**config.mk**
```make
export PLATFORM = sky130hd
export DESIGN_NAME = scalar_rf_perf_flat
export DESIGN_NICKNAME = d
export VERILOG_FILES = /design/src/rtl/scalar_rf_perf_pkg.sv /design/src/rtl/scalar_rf_perf_if.sv /design/src/rtl/scalar_rf_perf_div.sv /design/src/rtl/scalar_rf_perf.sv /design/src/flat_wrapper.sv
export SDC_FILE = /design/constraint.sdc
export NUM_CORES = 1
export LEC_CHECK = 0
export CORE_MARGIN = 1
export CORE_UTILIZATION = 42
export CTS_CLUSTER_SIZE = 8
export DETAILED_ROUTE_END_ITERATION = 6
export GPL_TIMING_DRIVEN = 0
export HOLD_SLACK_MARGIN = 0.02
export SLEW_MARGIN = 20
export SYNTH_ARGS = -nofsm -noshare
export SYNTH_HDL_FRONTEND = slang
export SYNTH_SLANG_ARGS = --single-unit
```
**constraint.sdc**
```tcl
create_clock -name clk -period 2.2 [get_ports clk]
set_input_delay 0.33 -clock clk [delete_from_list [all_inputs] [get_ports clk]]
set_output_delay 0.33 -clock clk [all_outputs]
set_load 0.03 [all_outputs]
```
**src/rtl/scalar_rf_perf_pkg.sv**
```systemverilog
// scalar_rf_pkg: shared divider state type and default register-map constants
// for the scalar register file (cycle counter, CPI target, finish detect, reset seeds).
package scalar_rf_pkg;
   typedef enum logic [1:0] {IDLE, LOAD, ITER, WRITE} div_state_t;
   localparam int CYCLE_REG_DEF  = 27;
   localparam int CPI_REG_DEF    = 31;
   localparam int FINISH_REG_DEF = 28;
   localparam int FINISH_VAL_DEF = 333;
   localparam int INIT_R1_DEF    = 200000;
   localparam int INIT_R10_DEF   = 199983;
endpackage

```
**src/rtl/scalar_rf_perf_if.sv**
```systemverilog
// scalar_rf_perf_if: bus between decode/writeback and the scalar register file.
//   rs/rdata        : NREAD packed read ports (decode side)
//   rd_addr/wd/we   : single write port (writeback side)
//   *_count         : pipeline event counts in; *_q registered copies out
//   cpi/cpi_valid/div_busy/finish : performance status out
// master drives requests (pipeline), slave is the register file.
interface scalar_rf_perf_if #(
   parameter int WIDTH = 19,
   parameter int NREGS = 32,
   parameter int NREAD = 3
);
   localparam int AW = $clog2(NREGS);
   logic [NREAD*AW-1:0]    rs;
   logic [NREAD*WIDTH-1:0] rdata;
   logic [AW-1:0]          rd_addr;
   logic [WIDTH-1:0]       wd;
   logic                   we;
   logic [WIDTH-1:0]       stall_count, arith_count, mem_count, instr_count;
   logic [WIDTH-1:0]       stall_q, arith_q, mem_q, cpi;
   logic                   cpi_valid, div_busy, finish;
   modport master (
      output rs, rd_addr, wd, we, stall_count, arith_count, mem_count, instr_count,
      input  rdata, stall_q, arith_q, mem_q, cpi, cpi_valid, div_busy, finish
   );
   modport slave (
      input  rs, rd_addr, wd, we, stall_count, arith_count, mem_count, instr_count,
      output rdata, stall_q, arith_q, mem_q, cpi, cpi_valid, div_busy, finish
   );
endinterface

```
**src/rtl/scalar_rf_perf_div.sv**
```systemverilog
// iter_divider: unsigned restoring divider, one quotient bit per cycle.
//   start    : sampled in IDLE; launches LOAD
//   dividend/divisor : snapshotted in LOAD
//   busy     : registered, high in LOAD and ITER
//   done     : registered, high for the single WRITE cycle
//   quotient : valid while done is high
module iter_divider
   import scalar_rf_pkg::*;
#(
   parameter int WIDTH = 19
) (
   input  logic             clk,
   input  logic             rst_n,
   input  logic             start,
   input  logic [WIDTH-1:0] dividend,
   input  logic [WIDTH-1:0] divisor,
   output logic             busy,
   output logic             done,
   output logic [WIDTH-1:0] quotient
);
   localparam int CW = $clog2(WIDTH + 1);
   div_state_t       state_q, state_d;
   logic [CW-1:0]    cnt_q, cnt_d;
   logic [WIDTH-1:0] quo_q, quo_d, dvs_q, dvs_d, rem_q, rem_d;
   logic             busy_q, busy_d, done_q, done_d;
   logic [WIDTH:0]   rem_sh, diff;
   always_comb begin
      state_d = state_q;
      cnt_d   = cnt_q;
      quo_d   = quo_q;
      dvs_d   = dvs_q;
      rem_d   = rem_q;
      // quo_q doubles as the dividend shift register: its MSB feeds the remainder
      rem_sh  = {rem_q, quo_q[WIDTH-1]};
      diff    = rem_sh - {1'b0, dvs_q};
      case (state_q)
         IDLE: state_d = start ? LOAD : IDLE;
         LOAD: begin
            quo_d   = dividend;
            dvs_d   = divisor;
            rem_d   = '0;
            cnt_d   = '0;
            state_d = ITER;
         end
         ITER: begin
            // diff MSB set means the trial subtraction borrowed: restore
            rem_d   = diff[WIDTH] ? rem_sh[WIDTH-1:0] : diff[WIDTH-1:0];
            quo_d   = {quo_q[WIDTH-2:0], ~diff[WIDTH]};
            cnt_d   = cnt_q + CW'(1);
            state_d = (cnt_q == CW'(WIDTH - 1)) ? WRITE : ITER;
         end
         default: state_d = IDLE;
      endcase
      busy_d = (state_d == LOAD) || (state_d == ITER);
      done_d = (state_d == WRITE);
   end
   always_ff @(posedge clk or negedge rst_n)
      if (!rst_n) begin
         state_q <= IDLE;
         cnt_q   <= '0;
         quo_q   <= '0;
         dvs_q   <= '0;
         rem_q   <= '0;
         busy_q  <= 1'b0;
         done_q  <= 1'b0;
      end else begin
         state_q <= state_d;
         cnt_q   <= cnt_d;
         quo_q   <= quo_d;
         dvs_q   <= dvs_d;
         rem_q   <= rem_d;
         busy_q  <= busy_d;
         done_q  <= done_d;
      end
   assign busy     = busy_q;
   assign done     = done_q;
   assign quotient = quo_q;
endmodule

```
**src/rtl/scalar_rf_perf.sv**
```systemverilog
// scalar_rf_perf: parametrised scalar register file with write-to-read bypass,
// free-running cycle counter, iterative CPI divider and finish detect.
//   clk, rst_n : clock, asynchronous active-low reset
//   bus        : scalar_rf_perf_if.slave (read ports, write port, event counts,
//                registered counts, cpi/cpi_valid/div_busy/finish)
module scalar_rf_perf
   import scalar_rf_pkg::*;
#(
   parameter int WIDTH      = 19,
   parameter int NREGS      = 32,
   parameter int NREAD      = 3,
   parameter int CYCLE_REG  = CYCLE_REG_DEF,
   parameter int CPI_REG    = CPI_REG_DEF,
   parameter int FINISH_REG = FINISH_REG_DEF,
   parameter int FINISH_VAL = FINISH_VAL_DEF,
   parameter int INIT_R1    = INIT_R1_DEF,
   parameter int INIT_R10   = INIT_R10_DEF
) (
   input logic            clk,
   input logic            rst_n,
   scalar_rf_perf_if.slave bus
);
   localparam int AW = $clog2(NREGS);
   logic [WIDTH-1:0]       regs_q [NREGS];
   logic [WIDTH-1:0]       regs_d [NREGS];
   logic [WIDTH-1:0]       stall_q, stall_d, arith_q, arith_d, mem_q, mem_d;
   logic                   cpi_valid_q, cpi_valid_d;
   logic [NREAD*WIDTH-1:0] rdata_c;
   logic                   div_busy, div_done;
   logic [WIDTH-1:0]       div_quot;
   iter_divider #(.WIDTH(WIDTH)) u_div (
      .clk      (clk),
      .rst_n    (rst_n),
      .start    (bus.instr_count != '0),
      .dividend (regs_q[CYCLE_REG]),
      .divisor  (bus.instr_count),
      .busy     (div_busy),
      .done     (div_done),
      .quotient (div_quot)
   );
   always_comb begin
      rdata_c = '0;
      for (int i = 0; i < NREAD; i++)
         rdata_c[i*WIDTH +: WIDTH] = (bus.we && bus.rd_addr == bus.rs[i*AW +: AW])
                                     ? bus.wd : regs_q[bus.rs[i*AW +: AW]];
   end
   // Later assignments take priority: architectural write beats both the
   // counter increment and the divider result. AW bits address exactly NREGS.
   always_comb begin
      regs_d = regs_q;
      regs_d[CYCLE_REG] = regs_q[CYCLE_REG] + WIDTH'(1);
      if (div_done) regs_d[CPI_REG] = div_quot;
      if (bus.we) regs_d[bus.rd_addr] = bus.wd;
      // pulse lands in the same cycle the new quotient is visible on cpi
      cpi_valid_d = div_done && !(bus.we && bus.rd_addr == AW'(CPI_REG));
      stall_d = bus.stall_count;
      arith_d = bus.arith_count;
      mem_d   = bus.mem_count;
   end
   always_ff @(posedge clk or negedge rst_n)
      if (!rst_n) begin
         for (int i = 0; i < NREGS; i++)
            regs_q[i] <= (i == 1) ? WIDTH'(INIT_R1) : (i == 10) ? WIDTH'(INIT_R10) : '0;
         stall_q     <= '0;
         arith_q     <= '0;
         mem_q       <= '0;
         cpi_valid_q <= 1'b0;
      end else begin
         regs_q      <= regs_d;
         stall_q     <= stall_d;
         arith_q     <= arith_d;
         mem_q       <= mem_d;
         cpi_valid_q <= cpi_valid_d;
      end
   assign bus.rdata     = rdata_c;
   assign bus.stall_q   = stall_q;
   assign bus.arith_q   = arith_q;
   assign bus.mem_q     = mem_q;
   assign bus.cpi       = regs_q[CPI_REG];
   assign bus.cpi_valid = cpi_valid_q;
   assign bus.div_busy  = div_busy;
   assign bus.finish    = regs_q[FINISH_REG] == WIDTH'(FINISH_VAL);
endmodule

```
**src/flat_wrapper.sv**
```systemverilog
// flat-port wrapper written by rule: the top's interface ports become plain ports
module scalar_rf_perf_flat import scalar_rf_pkg::*;
#(
   parameter int WIDTH      = 19,
   parameter int NREGS      = 32,
   parameter int NREAD      = 3,
   parameter int CYCLE_REG  = CYCLE_REG_DEF,
   parameter int CPI_REG    = CPI_REG_DEF,
   parameter int FINISH_REG = FINISH_REG_DEF,
   parameter int FINISH_VAL = FINISH_VAL_DEF,
   parameter int INIT_R1    = INIT_R1_DEF,
   parameter int INIT_R10   = INIT_R10_DEF
)
  (clk, rst_n, bus_rs, bus_rd_addr, bus_wd, bus_we, bus_stall_count, bus_arith_count, bus_mem_count, bus_instr_count, bus_rdata, bus_stall_q, bus_arith_q, bus_mem_q, bus_cpi, bus_cpi_valid, bus_div_busy, bus_finish);
  scalar_rf_perf_if #(.WIDTH(WIDTH), .NREGS(NREGS), .NREAD(NREAD)) bus_i ();
  input logic clk;
  input logic rst_n;
  input wire logic [$bits(bus_i.rs)-1:0] bus_rs;
  input wire logic [$bits(bus_i.rd_addr)-1:0] bus_rd_addr;
  input wire logic [$bits(bus_i.wd)-1:0] bus_wd;
  input wire logic [$bits(bus_i.we)-1:0] bus_we;
  input wire logic [$bits(bus_i.stall_count)-1:0] bus_stall_count;
  input wire logic [$bits(bus_i.arith_count)-1:0] bus_arith_count;
  input wire logic [$bits(bus_i.mem_count)-1:0] bus_mem_count;
  input wire logic [$bits(bus_i.instr_count)-1:0] bus_instr_count;
  output wire logic [$bits(bus_i.rdata)-1:0] bus_rdata;
  output wire logic [$bits(bus_i.stall_q)-1:0] bus_stall_q;
  output wire logic [$bits(bus_i.arith_q)-1:0] bus_arith_q;
  output wire logic [$bits(bus_i.mem_q)-1:0] bus_mem_q;
  output wire logic [$bits(bus_i.cpi)-1:0] bus_cpi;
  output wire logic [$bits(bus_i.cpi_valid)-1:0] bus_cpi_valid;
  output wire logic [$bits(bus_i.div_busy)-1:0] bus_div_busy;
  output wire logic [$bits(bus_i.finish)-1:0] bus_finish;
  assign bus_i.rs = bus_rs;
  assign bus_i.rd_addr = bus_rd_addr;
  assign bus_i.wd = bus_wd;
  assign bus_i.we = bus_we;
  assign bus_i.stall_count = bus_stall_count;
  assign bus_i.arith_count = bus_arith_count;
  assign bus_i.mem_count = bus_mem_count;
  assign bus_i.instr_count = bus_instr_count;
  assign bus_rdata = bus_i.rdata;
  assign bus_stall_q = bus_i.stall_q;
  assign bus_arith_q = bus_i.arith_q;
  assign bus_mem_q = bus_i.mem_q;
  assign bus_cpi = bus_i.cpi;
  assign bus_cpi_valid = bus_i.cpi_valid;
  assign bus_div_busy = bus_i.div_busy;
  assign bus_finish = bus_i.finish;
  scalar_rf_perf #(.WIDTH(WIDTH), .NREGS(NREGS), .NREAD(NREAD), .CYCLE_REG(CYCLE_REG), .CPI_REG(CPI_REG), .FINISH_REG(FINISH_REG), .FINISH_VAL(FINISH_VAL), .INIT_R1(INIT_R1), .INIT_R10(INIT_R10)) u_core (.clk(clk), .rst_n(rst_n), .bus(bus_i));
endmodule
```
==> flow_metrics.tcl <==
set metrics [dict create \
    start_kind "primary input" \
    vias 31400 \
    final_util_pct 51.9 \
    whs_path_depth 1 \
    grt_setup_unrepaired "true" \
    fp.dieW_um 325 \
    ys_seq_area_share_pct 41.9 \
    critical_path.cell_chain "clkdlybuf4s50_1, clkbuf_4, clkbuf_4, mux4_2, mux2i_2, o21ai_2, buf_6" \
    grt_max_degree 91 \
    status "complete, but fails checks" \
    cp_num_buf_inv 4 \
    syn-cell-area_sq_um 43700 \
    core_area_sq_um 103000 \
    row_count 118 \
    grtUsageTotal_pct 30.8 \
    layout_setup_ws_ps -929 \
    drt_iter0_drc 3063 \
    syn_area_per_cell_sq_um 15.1 \
    synth_nets 3047 \
    root_buffer "clkbuf_16" \
    dr.pass1.iters 7 \
    met3WireLength_um 15400 \
    clk_latency_ps 710 \
    hp-class "in -> reg" \
    min_period_ps 3130 \
    synth_top_area_share_pct 41.0 \
    cpMaxStageDelayCell "clkdlybuf4s50_1" \
    cp.required_ps 1870 \
    synth_common_cells "dfrtp_1, mux4_2, mux2_1" \
    gp_congestion 0.933 \
    hold_start "bus_stall_count[8]" \
    dp_hpwl_um 117000 \
    synth-edff-count 0 \
    routed_via_density 6.57 \
    synthArstFlopShare_pct 100 \
    critPathMostFrequentCell "clkbuf_4" \
    cp_max_fo 10 \
    fin_setup_tns_ps -50020 \
    clk_pin_slew_ps 50 \
    antenna_found_initial 5 \
    r2r.worst_path.cells 11 \
    top_layer "met5" \
    ant_nets 0 \
    cp_slowest_stage_delay_ps 670 \
    violations "DRC, setup timing" \
    area_delta_synth_final_pct 22.7 \
    finalCritPeriodShare_pct 142 \
    grt_pass1_vias 32500 \
    drc 2 \
    max_freq_ghz 0.320 \
    grt_overflow_total 0 \
    slew_viol_final 0 \
    vdd_drop_max_uv 621 \
    synth_ff_type "dfrtp_1" \
    numCtsBuffers 102 \
    wl_met2_um 74300 \
    worstSetupPathType "in -> out" \
    holdWs_ps 72.1 \
    ios 254 \
    pre_cts_ws_ps -2360 \
    clockBufferDepth 3 \
    cts_tree "built" \
    synth_cell_types 64 \
    yosys_warnings 0 \
    worstPathArrival_ps 2800 \
    drive_above_1_share_pct 39.9 \
    wire_per_inst_um 33.7 \
    synth-seq-cells 732 \
    synth_area_leaders "dfrtp_1, mux4_2, mux2_1" \
    tightestPinTransition_ps 937 \
    setup_violations 103 \
    hold_violations 0 \
    htreeDepth 3 \
    drt-met1-wl_um 62900 \
    hold_end "u_core.bus.stall_q[8]" \
    max-slew-margin-rel_pct 37.5 \
    io_buffers 245 \
    final_cell_area_sq_um 53700 \
    leakage_nw 22.3 \
    dieHeight_um 325 \
    yosysMostFrequentCell "dfrtp_1" \
    start_util_pct 42.3 \
    r2r_setup_slack_ps -280 \
    powerDensity_nw_per_um2 1050 \
    r2r-end "u_core.u_div.rem_q[12]" \
    clock_sinks 732 \
    cp-end-kind "output port" \
    worst_clock_skew_ps 20.2 \
    placed_cell_area_sq_um 48800 \
    wl_um 161000 \
    maxCapViolCount 0 \
    synth_area_leader_cell "dfrtp_1" \
    worstReg2RegStart "u_core.u_div.rem_q[3]" \
    final_net_count 3498 \
    die-area_sq_um 105000 \
    grt_pass1_wl_um 234000 \
    critical_path.top_delay_family "buffers and inverters" \
    synth_cells 2901 \
]
-- worst max-delay path by stage --
stage | startpoint | slack (ps) | cells past startpoint | endpoint
after floorplan | bus_rs[0] | -130 | 7 | bus_rdata[10]
after global placement | rst_n | -31810 | 1 | u_core.bus.stall_q[16]
after detailed placement | bus_rs[8] | -2360 | 7 | bus_rdata[27]
after CTS | u_core.regs_q[313] | -900 | 5 | bus_rdata[28]
after global routing | u_core.bus.cpi[7] | -900 | 5 | bus_rdata[45]
final | bus_rs[13] | -930 | 7 | bus_rdata[45]
-- final cells by class --
class / instances / area, sq um
Fill cell: 8619 / 49700
Multi-Input combinational cell: 1842 / 24800
Tap cell: 1380 / 1730
Sequential cell: 732 / 18400
Clock buffer: 148 / 2780
Clock inverter: 5 / 85.1
Inverter: 30 / 113
Antenna cell: 4 / 10.0
Buffer: 287 / 2170
Timing Repair Buffer: 357 / 3640
-- logic make-up after synthesis --
kind of cell    synth area share [%]
simple gates                    3.12
buf+inv                         3.69
flops                           41.9
mux                             46.6
compound gates                  2.93
xor+xnor                       0.921
fa+ha+maj                      0.818
-- where the power goes --
| part | switching, mW | internal (mW) |
|---|---|---|
| Sequential | 3.03 | 16.6 |
| Clock | 6.22 | 8.61 |
| Combinational | 10.8 | 11.1 |
| Total | 20.1 | 36.3 |
-- metal layers --
metal  up-vias  track usage [%]
met3       428             7.39
li1      12300                -
met1     16800             41.4
met5         -                0
met2      1874             47.2
met4         4             14.8
-- flip-flops by register name (all words and copies together), names as in the netlist --
signal / count
u_core.u_div.cnt_q: 5
u_core.u_div.done: 1
u_core.bus.arith_q: 19
u_core.bus.mem_q: 19
u_core.u_div.state_q: 2
u_core.u_div.rem_q: 19
u_core.bus.cpi_valid: 1
u_core.bus.cpi: 19
u_core.u_div.dvs_q: 19
u_core.u_div.busy: 1
u_core.u_div.quotient: 19
u_core.regs_q: 589
u_core.bus.stall_q: 19
-- layout by cell type (no fill, tap or decap), drive strengths merged, types with 3 or more instances in the layout --
| cell type | instances |
|---|---|
| nand4 | 8 |
| nor3b | 4 |
| xnor2 | 16 |
| clkdlybuf4s50 | 165 |
| o21ai | 109 |
| nor4 | 11 |
| a2bb2oi | 3 |
| o31ai | 4 |
| xor2 | 30 |
| mux4 | 570 |
| a211oi | 3 |
| o21a | 3 |
| mux2 | 572 |
| dlygate4sd2 | 18 |
| o2bb2ai | 12 |
| nand3 | 20 |
| nor2 | 69 |
| nand3b | 6 |
| buf | 319 |
| clkbuf | 288 |
| inv | 34 |
| nand2 | 145 |
| dfstp | 16 |
| o211ai | 5 |
| diode | 4 |
| a21oi | 61 |
| and3 | 11 |
| dfrtp | 716 |
| a21o | 5 |
| nor3 | 7 |
| nor2b | 5 |
| mux2i | 111 |
| ha | 27 |
-- per-stage QoR --
| step | power (mW) | cells |
|---|---|---|
| after global routing | 58.7 | 4781 |
| after global placement | 38.0 | 4526 |
| final | 56.4 | 4785 |
| after floorplan | 31.8 | 2901 |
| after CTS | 55.8 | 4770 |
| after detailed placement | 38.8 | 4536 |
-- repair_timing --
| item | in CTS | in global routing |
|---|---|---|
| pin swaps | 70 | 54 |
| setup buffers | 80 | 21 |
| endpoints found under the hold margin | 67 | 0 |
| gates resized for setup | 684 | 116 |
| cloned | 2 | 0 |
| hold buffers | 2 | 0 |
| endpoints found under the setup margin | 401 | 249 |
Note: power is estimated with default switching activity, not from simulation.
==> patch: new RTL, same flow settings <==
`mem_q` no longer has a reset.
--- a/src/rtl/scalar_rf_perf.sv
+++ b/src/rtl/scalar_rf_perf.sv
@@ -65,3 +65,2 @@
          arith_q     <= '0;
-         mem_q       <= '0;
          cpi_valid_q <= 1'b0;
@@ -71,5 +70,8 @@
          arith_q     <= arith_d;
-         mem_q       <= mem_d;
          cpi_valid_q <= cpi_valid_d;
       end
+
+   always_ff @(posedge clk) begin
+      mem_q <= mem_d;
+   end
    assign bus.rdata     = rdata_c;
Formal check against the unedited RTL: not equivalent (a bounded check fails within 4 cycles, from zero or initial values and one cycle with rst_n low).
==> patch against the unedited design <==
- synthesized area down 0.22%
- worst setup slack improved by 0.0058 ns
- cell area increased by 0.26%
- the flow finishes with violations (setup timing)
- critical path type unchanged
- routed wire length up 0.28%
- core utilization rose by 0.58 points
- power up 0.52%
- sequential cell count is the same
==> patch: results <==
metrics = {
    "layout": {
        "drive_gt1_share_pct": 40.1,
        "layout.nets": 3525,
        "clock_tree_area_fraction_pct": 5.47,
        "share_of_cell_area_taken_by_multi_input_logic_gates_pct": 45.8,
        "n_all_buffers": 671,
        "fillerInstances": 8502,
        "post-route-util_pct": 52.5,
        "antenna_cells": 0,
        "seq-cell-share_pct": 34.0,
    },
    "routing": {
        "wl_met1_mm": 64.0,
        "routed_wire_length_mm": 162,
        "wire_length_per_cell_um": 33.6,
        "viasPerCell": 6.55,
        "drt_pre_antenna_iters": 6,
        "drt_first_iter_violations": 3175,
    },
    "synth": {
        "synth.cell_area_um2": 43700,
        "synth_cell_types": 65,
        "synth_async_sr_flop_share_pct": 97.4,
        "netlist_top_cells_area": "sky130_fd_sc_hd__dfrtp_1 (40%), sky130_fd_sc_hd__mux4_2 (29%), sky130_fd_sc_hd__mux2_1 (13%), sky130_fd_sc_hd__mux2i_1 (2.5%), sky130_fd_sc_hd__mux2_2 (1.4%)",
    },
    "timing": {
        "crit_path_setup_slack_layout_ns": -0.923,
        "fin_setup_tns_ns": -51.45,
        "finalSetupViolCount": 108,
    },
    "global_routing": {
        "largest_net_degree_at_the_start_of_global_routing": 100,
        "met3_resource_use_gr_pct": 7.02,
        "grt_use_met1_pct": 41.0,
    },
    "run_status": {
        "violations_in_the_final_reports": "setup timing",
        "status": "complete, but fails checks",
    },
    "power_and_ir_drop": {
        "p_int_w": 0.0364,
        "report.power.total_w": 0.0567,
        "irDropWorstVdd_v": 0.000762,
    },
    "placed_design": {
        "post_place_instance_area_um2": 48700,
        "place_hpwl_mm": 116,
        "post-place-cells": 4523,
        "gp_congestion": 0.960,
    },
}
==> patch: cell types whose count changed in the layout (fill, tap and decap cells not counted), sizes merged <==
cell           unedited run  this run
buf                     319       348
bufinv                    0         1
clkbuf                  288       291
clkdlybuf4s50           165       166
clkinv                    1         5
dfrtp                   716       697
dfxtp                     0        19
diode                     4         0
dlygate4sd2              18        19
inv                      34        32
==> patch: what timing repair did <==
item | CTS | global route
pin swaps | 79 | 56
setup endpoints to repair | 421 | 386
resized for setup | 693 | 95
hold buffers | 4 | 0
setup buffers | 89 | 35
gates cloned | 2 | 5
hold endpoints to repair | 193 | 0
==> patch: kinds of logic (layout without fill, tap and decap cells) <==
logic type / count (synthesis) / in the layout / share of synthesized area [%]
AOI/OAI and AO/OA: 217 / 217 / 2.93
adders and majority gates: 28 / 28 / 0.820
buffers and inverters: 327 / 864 / 3.69
xor gates and xnor gates: 46 / 46 / 0.923
DFF: 732 / 732 / 41.8
muxes: 1253 / 1253 / 46.7
and+or+nand+nor: 298 / 298 / 3.13
==> patch: worst paths after layout <==
kind	startpoint	end	slack, ns
worst min-delay path	bus_stall_count[9]	u_core.bus.stall_q[9]$_DFF_PN0_	0.07
max in group asynchronous	rst_n	u_core.regs_q[239]$_DFFE_PN0P_	0.18
worst min register to register	u_core.u_div.cnt_q[4]$_DFFE_PN0P_	u_core.u_div.cnt_q[4]$_DFFE_PN0P_	0.50
worst max register to register	u_core.u_div.quotient[18]$_DFFE_PN0P_	u_core.u_div.rem_q[18]$_DFFE_PN0P_	-0.35
worst max-delay path	bus_rs[13]	bus_rdata[45]	-0.92
min in group asynchronous	rst_n	u_core.regs_q[306]$_DFFE_PN0P_	0.52
